**src/rtl/throw_ctrl.sv**
```systemverilog
// Bowling power-meter sequencer: sweeps a bouncing power level while aiming,
// latches it on a throw-button edge and offers it over valid/ready.
module throw_ctrl #(
  parameter int unsigned TICK_DIV = 25000000,
  parameter int unsigned MAX_LVL  = 4
) (
  input  logic       clk,
  input  logic       reset,
  input  logic       start,
  input  logic       throw_btn,
  input  logic       ball_ready,
  input  logic       ball_done,
  output logic [2:0] pow_lvl,
  output logic       throw_valid,
  output logic [2:0] throw_power,
  output logic [1:0] state
);

  localparam int unsigned CNT_W   = (TICK_DIV > 2) ? $clog2(TICK_DIV) : 1;
  localparam logic [CNT_W-1:0] CNT_LAST = CNT_W'(TICK_DIV - 1);
  localparam logic [2:0]       LVL_MAX  = 3'(MAX_LVL);

  typedef enum logic [1:0] {
    S_IDLE  = 2'b00,
    S_SWEEP = 2'b01,
    S_HOLD  = 2'b10,
    S_WAIT  = 2'b11
  } state_t;

  state_t           r_state, w_state_nxt;
  logic [CNT_W-1:0] r_cnt,   w_cnt_nxt;
  logic [2:0]       r_pow,   w_pow_nxt;
  logic [2:0]       r_power, w_power_nxt;
  logic             r_dir,   w_dir_nxt;   // 0 = counting up, 1 = counting down
  logic             r_valid, w_valid_nxt;
  logic             r_btn_prev;
  logic             w_throw_edge;
  logic             w_tick;

  assign w_throw_edge = throw_btn & ~r_btn_prev;
  assign w_tick       = (r_cnt == CNT_LAST);

  // State and datapath registers
  always_ff @(posedge clk or negedge reset) begin
    if (!reset) begin
      r_state    <= S_IDLE;
      r_cnt      <= '0;
      r_pow      <= '0;
      r_power    <= '0;
      r_dir      <= 1'b0;
      r_valid    <= 1'b0;
      r_btn_prev <= 1'b0;
    end else begin
      r_state    <= w_state_nxt;
      r_cnt      <= w_cnt_nxt;
      r_pow      <= w_pow_nxt;
      r_power    <= w_power_nxt;
      r_dir      <= w_dir_nxt;
      r_valid    <= w_valid_nxt;
      r_btn_prev <= throw_btn;
    end
  end

  // Next-state and datapath update
  always_comb begin
    w_state_nxt = r_state;
    w_cnt_nxt   = r_cnt;
    w_pow_nxt   = r_pow;
    w_power_nxt = r_power;
    w_dir_nxt   = r_dir;
    w_valid_nxt = r_valid;

    unique case (r_state)
      S_IDLE: begin
        w_pow_nxt = '0;
        if (start) begin
          w_state_nxt = S_SWEEP;
          w_cnt_nxt   = '0;
          w_dir_nxt   = 1'b0;
        end
      end

      S_SWEEP: begin
        if (w_throw_edge) begin
          // A throw on a tick cycle wins; the pre-tick level is latched
          w_power_nxt = r_pow;
          w_valid_nxt = 1'b1;
          w_state_nxt = S_HOLD;
        end else begin
          w_cnt_nxt = w_tick ? '0 : r_cnt + CNT_W'(1);
          if (w_tick) begin
            if (!r_dir) begin
              if (r_pow < LVL_MAX) begin
                w_pow_nxt = r_pow + 3'd1;
                if (r_pow + 3'd1 == LVL_MAX) w_dir_nxt = 1'b1;
              end else begin
                w_pow_nxt = r_pow - 3'd1;
                w_dir_nxt = 1'b1;
              end
            end else begin
              if (r_pow > 3'd0) begin
                w_pow_nxt = r_pow - 3'd1;
                if (r_pow == 3'd1) w_dir_nxt = 1'b0;
              end else begin
                w_pow_nxt = r_pow + 3'd1;
                w_dir_nxt = 1'b0;
              end
            end
          end
        end
      end

      S_HOLD: begin
        if (r_valid && ball_ready) begin
          w_valid_nxt = 1'b0;
          w_state_nxt = S_WAIT;
        end
      end

      S_WAIT: begin
        if (ball_done) begin
          w_state_nxt = S_IDLE;
          w_pow_nxt   = '0;
        end
      end

      default: w_state_nxt = S_IDLE;
    endcase
  end

  assign pow_lvl     = r_pow;
  assign throw_valid = r_valid;
  assign throw_power = r_power;
  assign state       = r_state;

endmodule

```
**config.mk**
```make
export PLATFORM = sky130hd
export DESIGN_NAME = throw_ctrl
export DESIGN_NICKNAME = d
export VERILOG_FILES = /design/src/rtl/throw_ctrl.sv
export SDC_FILE = /design/constraint.sdc
export NUM_CORES = 1
export LEC_CHECK = 0
export BUFFER_PORTS_ARGS = -buffer_cell sky130_fd_sc_hd__buf_2
export CAP_MARGIN = 5
export CORE_MARGIN = 4
export CORE_UTILIZATION = 30
export DETAILED_ROUTE_END_ITERATION = 8
export MAX_ROUTING_LAYER = met4
export PLACE_DENSITY = 0.46
export SLEW_MARGIN = 20
export SYNTH_ARGS = -nofsm -noshare
export SYNTH_HDL_FRONTEND = slang
export SYNTH_SLANG_ARGS = --single-unit
```
**constraint.sdc**
```tcl
create_clock -name clk -period 6.2 [get_ports clk]
set_clock_uncertainty 0.15 [all_clocks]
set_input_delay 0.62 -clock clk [delete_from_list [all_inputs] [get_ports clk]]
set_output_delay 0.62 -clock clk [all_outputs]
set_load 0.02 [all_outputs]
```
# == Word-level counts from Yosys, hierarchy flattened ==
# Cells that the tools add are included.
# totals
reg_bits,36
elab_cells,65
input_bits,6
out_inout_bits,9
# classes
addsub,3
n_lt_le_gt_ge,2
n_bitwise,2
mux,28
n_eq_ne,12
reduce_logical,11
# ops
operator,n
$mux W25,3
$pmux W25 S2,1
$add A25 B1 Y25 const B,1
$eq A25 B25 Y1 const B,1
$mux W3,6
$ne A2 B2 Y1 const B,6
$reduce_and A4 Y1,3
$mux W1,10
$pmux W3 S3,1
$mux W2,4
$pmux W2 S4,1
$reduce_and A3 Y1,2
$eq A2 B2 Y1 const B,2
$pmux W1 S2,2
$reduce_bool A2 Y1,2
$add A3 B1 Y3 const B,1
$eq A3 B1 Y1 const B,1
$eq A3 B3 Y1 const B,1
$gt A3 B1 Y1 const B,1
$lt A3 B3 Y1 const B,1
$reduce_bool A3 Y1,1
$sub A3 B1 Y3 const B,1
$eq A2 B1 Y1 const B,1
$logic_not A2 Y1,1
4 further kinds,4

# == Longest topological paths before layout ==
# depth
ltp_word,8
mapped_depth,9
ltp_nobuf,7

# == Worst setup path before layout ==
# Ideal clock, no wire load.
# synth_timing
path_type,reg2reg
from,reg r_state[1] (netlist: state[1])
to,reg r_cnt[21]
synth_period_minus_slack_ns,2.133
n_path_buf,3
required_ns,5.968
slack_ns,4.067
setup_time_ns,0.082
path_stages_with_launch,10
arrival_ns,1.901
path_cell_list,dfrtp_1 -> inv_1 -> ha_1 -> buf_2 -> o21ai_0 -> nor2b_1 -> clkbuf_1 -> clkbuf_1 -> nand3b_1 -> a31oi_1
# synth_via
elab_chain_len,3
elab_cells_between_ends,7
cone_classes,eq/ne (3); mux (1); reduce/logical (3)
# synth_lines
element,line,source
start: declaration,30,"state_t r_state, w_state_nxt;"
start signal: assignment,54,r_state <= w_state_nxt;
$eq A2 B1 Y1 or $logic_not A2 Y1 (tied branches),73,unique case (r_state)
$ne A2 B2 Y1 (no source line) or $reduce_bool A2 Y1 (tied branches),--,
$reduce_and A3 Y1 (no source line),--,
end signal: assignment,55,r_cnt <= w_cnt_nxt;
end: declaration,31,"logic [CNT_W-1:0] r_cnt, w_cnt_nxt;"
# Parallel ways exist; a longest one is shown, timed or not.
# A chain may end at the register's enable or synchronous reset.

# == Worst setup path after layout ==
# layout_timing
from,reg r_state[1] (netlist: state[1])
to,reg r_cnt[24]
# The elaborated chain is that of the path after synthesis.

==> reports/results.ini <==
[outcome]
outcome = completed

[placement]
dp_cells = 334
port_buffers = 14
routabilityCongestion = 0.751
dpl.hpwl_mm = 3.45
pre_cts_ws_ns = 3.67
placed_area_mm2 = 0.00229

[route]
dr.pass1.iters = 4
viasPerCell = 5.33
wirelength_mm = 5.28
ant_nets = 0
drc = 0
wire_per_inst_um = 15.5
vias = 1819
drtIter0Drc = 84

[sta]
holdWs_ns = 0.291
worstMarginPinSlew_ns = 0.862
setup_viol = 0
max_freq_mhz = 399
finalCriticalPeriod_ns = 2.51
maxSlewViolCount = 0
fin_crit_sh_pct = 40.5
postLayoutSetupSlackWorst_ns = 3.69
hold_violations = 0
max_slew_margin_pct = 42.5
finalSetupTns_ns = 0
rsz0062_at_grt = no

[synthesis]
synth.most_common_cell = dfrtp_1
synth.ff_latch_count = 36
yosysTopAreaCell = dfrtp_1
postSynthAreaPerCell_um2 = 9.16
synth_top_area_share_pct = 41.7
syn_nets = 252
netlist_area_mm2 = 0.00216
synth_cell_type_count = 47
synthArstFlopShare_pct = 100
synth_ff_type = dfrtp_1
seq_area_frac_synth_pct = 41.7
syn-instance-count = 236
synth_edf_count = 0
yosys-top-cells-count = dfrtp_1 (36), nand2_1 (30), a31oi_1 (25)
synthTopCellsByArea = dfrtp_1 (42%), a31oi_1 (7.2%), ha_1 (5.8%), nand2_1 (5.2%), nand4_1 (2.9%)
yosysWarnings = 0

[setup_path]
required_ns = 6.23
reg2reg_setup_slack_ns = 3.69
critPathLaunchType = register
worstPathCellList = inv_1, ha_1, o21ai_0, nor2b_2, buf_4, nand2_1, o311ai_1
r2r_cells = 7
cp_num_cells = 7
worstReg2RegStart = state[1]$_DFFE_PN0P_
worst_r2r_endpoint = r_cnt[24]$_DFFE_PN0P_
crit_path_max_incr_delay_ns = 0.41
critPathMaxFanout = 26
crit_buf_inv = 2
crit_path_top_delay_cell = dfrtp_1
crit_type = register to register
critPathCaptureType = register
cp.arrival_ns = 2.54
crit_family = compound AO/OA/AOI/OAI gates

[power]
p_leak_nw = 0.984
power.density_mw_per_mm2 = 355
power_mw = 0.846
vdd_drop_max_mv = 0.111

[floorplanning]
initial_core_util_pct = 31.3
die_y_um = 92.9
die_x_um = 92.9
row_count = 30
core_mm2 = 0.00691
die-area_mm2 = 0.00863
design.portCount = 15

[cts]
cts_buffer_depth = 2
postCtsHoldBufs = 0
cts_tree = done
cts_repair_resize_count = 0
cts_root_buffer = clkbuf_8
cts_setup_buffers = 0
numCtsBuffers = 5
path_clk_slew_ns = 0.07
htree_num_levels = 2
cts_sinks = 36
clock_latency_ns = 0.28

[global_routing]
antenna_found_initial = 0
grt_use_total_pct = 13.6
top_usage_layer = met2
met2_usage_pct = 20.2
grt_max_degree = 37
grt-ovfl-total = 0
use_met1_pct = 18.5
use_met3_pct = 2.76
first_global_vias = 1732
grt_pass1_wl_mm = 9.05

[cells_and_area]
area_delta_synth_final_pct = 10.2
final_cell_area_mm2 = 0.00238
nNetsFinal = 261
stdcell_count = 341
antennaDiodeCount = 0
final_util_pct = 34.5
layout-drive-gt1-share_pct = 12.7

[run]
maxCapViolCount = 0

[hold_path]
hold_class = input pin to asynchronous set/reset pin

[flip-flops by register name, indices dropped and copies added, names as in the netlist]
signal and cells:
throw_valid 1, r_dir 1, throw_power 3, state 2
r_btn_prev 1, pow_lvl 3, r_cnt 25
[worst max path at each step]
stage | start | endpoint
2_1_floorplan | state[1]$_DFFE_PN0P_ | r_cnt[21]$_DFFE_PN0P_
3_3_place_gp | state[1]$_DFFE_PN0P_ | r_cnt[9]$_DFFE_PN0P_
3_5_place_dp | state[1]$_DFFE_PN0P_ | r_cnt[24]$_DFFE_PN0P_
4_1_cts | state[1]$_DFFE_PN0P_ | r_cnt[24]$_DFFE_PN0P_
5_1_grt | state[1]$_DFFE_PN0P_ | r_cnt[9]$_DFFE_PN0P_
6_report | state[1]$_DFFE_PN0P_ | r_cnt[24]$_DFFE_PN0P_
[layout make-up]
type                       count  area, um^2
fill                         746        4520
inverter                      14        52.6
clock buffer                   7        96.3
timing repair buffer          15        77.6
sequential                    36         901
multi-input combinational    173        1130
tap                           96         120
[logic make-up after synthesis]
group,after synthesis,share of synthesized area [%]
and+or+nand+nor,92,23.9
DFF,36,41.7
buffers and inverters,27,5.96
muxes,4,1.91
adders and majority gates,10,5.79
AOI/OAI and AO/OA,66,20.4
xor gates and xnor gates,1,0.405
[report_power, final]
group	internal [mW]	switching (mW)
combinational	0.115	0.241
sequential	0.271	0.0326
clock	0.0991	0.0866
total	0.486	0.360
[cell usage in the layout, fill, tap and decap left out, types with 2 or more instances in the layout]
master     n
a21o_1     2
a21oi_1    7
a31oi_1   25
a41oi_1    2
and2_1     3
and3_1     3
and4_1     6
buf_2     14
clkbuf_8   7
dfrtp_1   36
ha_1      10
inv_1     14
mux2i_1    3
nand2_1   30
nand2b_1   7
nand3_1    8
nand3b_1   4
nand4_1   10
nor2_1     5
nor2b_1    2
nor3_1     5
o21ai_0   12
o22ai_1    2
o311ai_1   2
o31ai_1    4
[metal layers]
layer  wire, um  up-vias
met5          0        -
met4         53        0
met3        174        4
met2       2350       33
met1       2700      889
li1           -      893
Note: power is estimated with default switching activity, not from simulation.
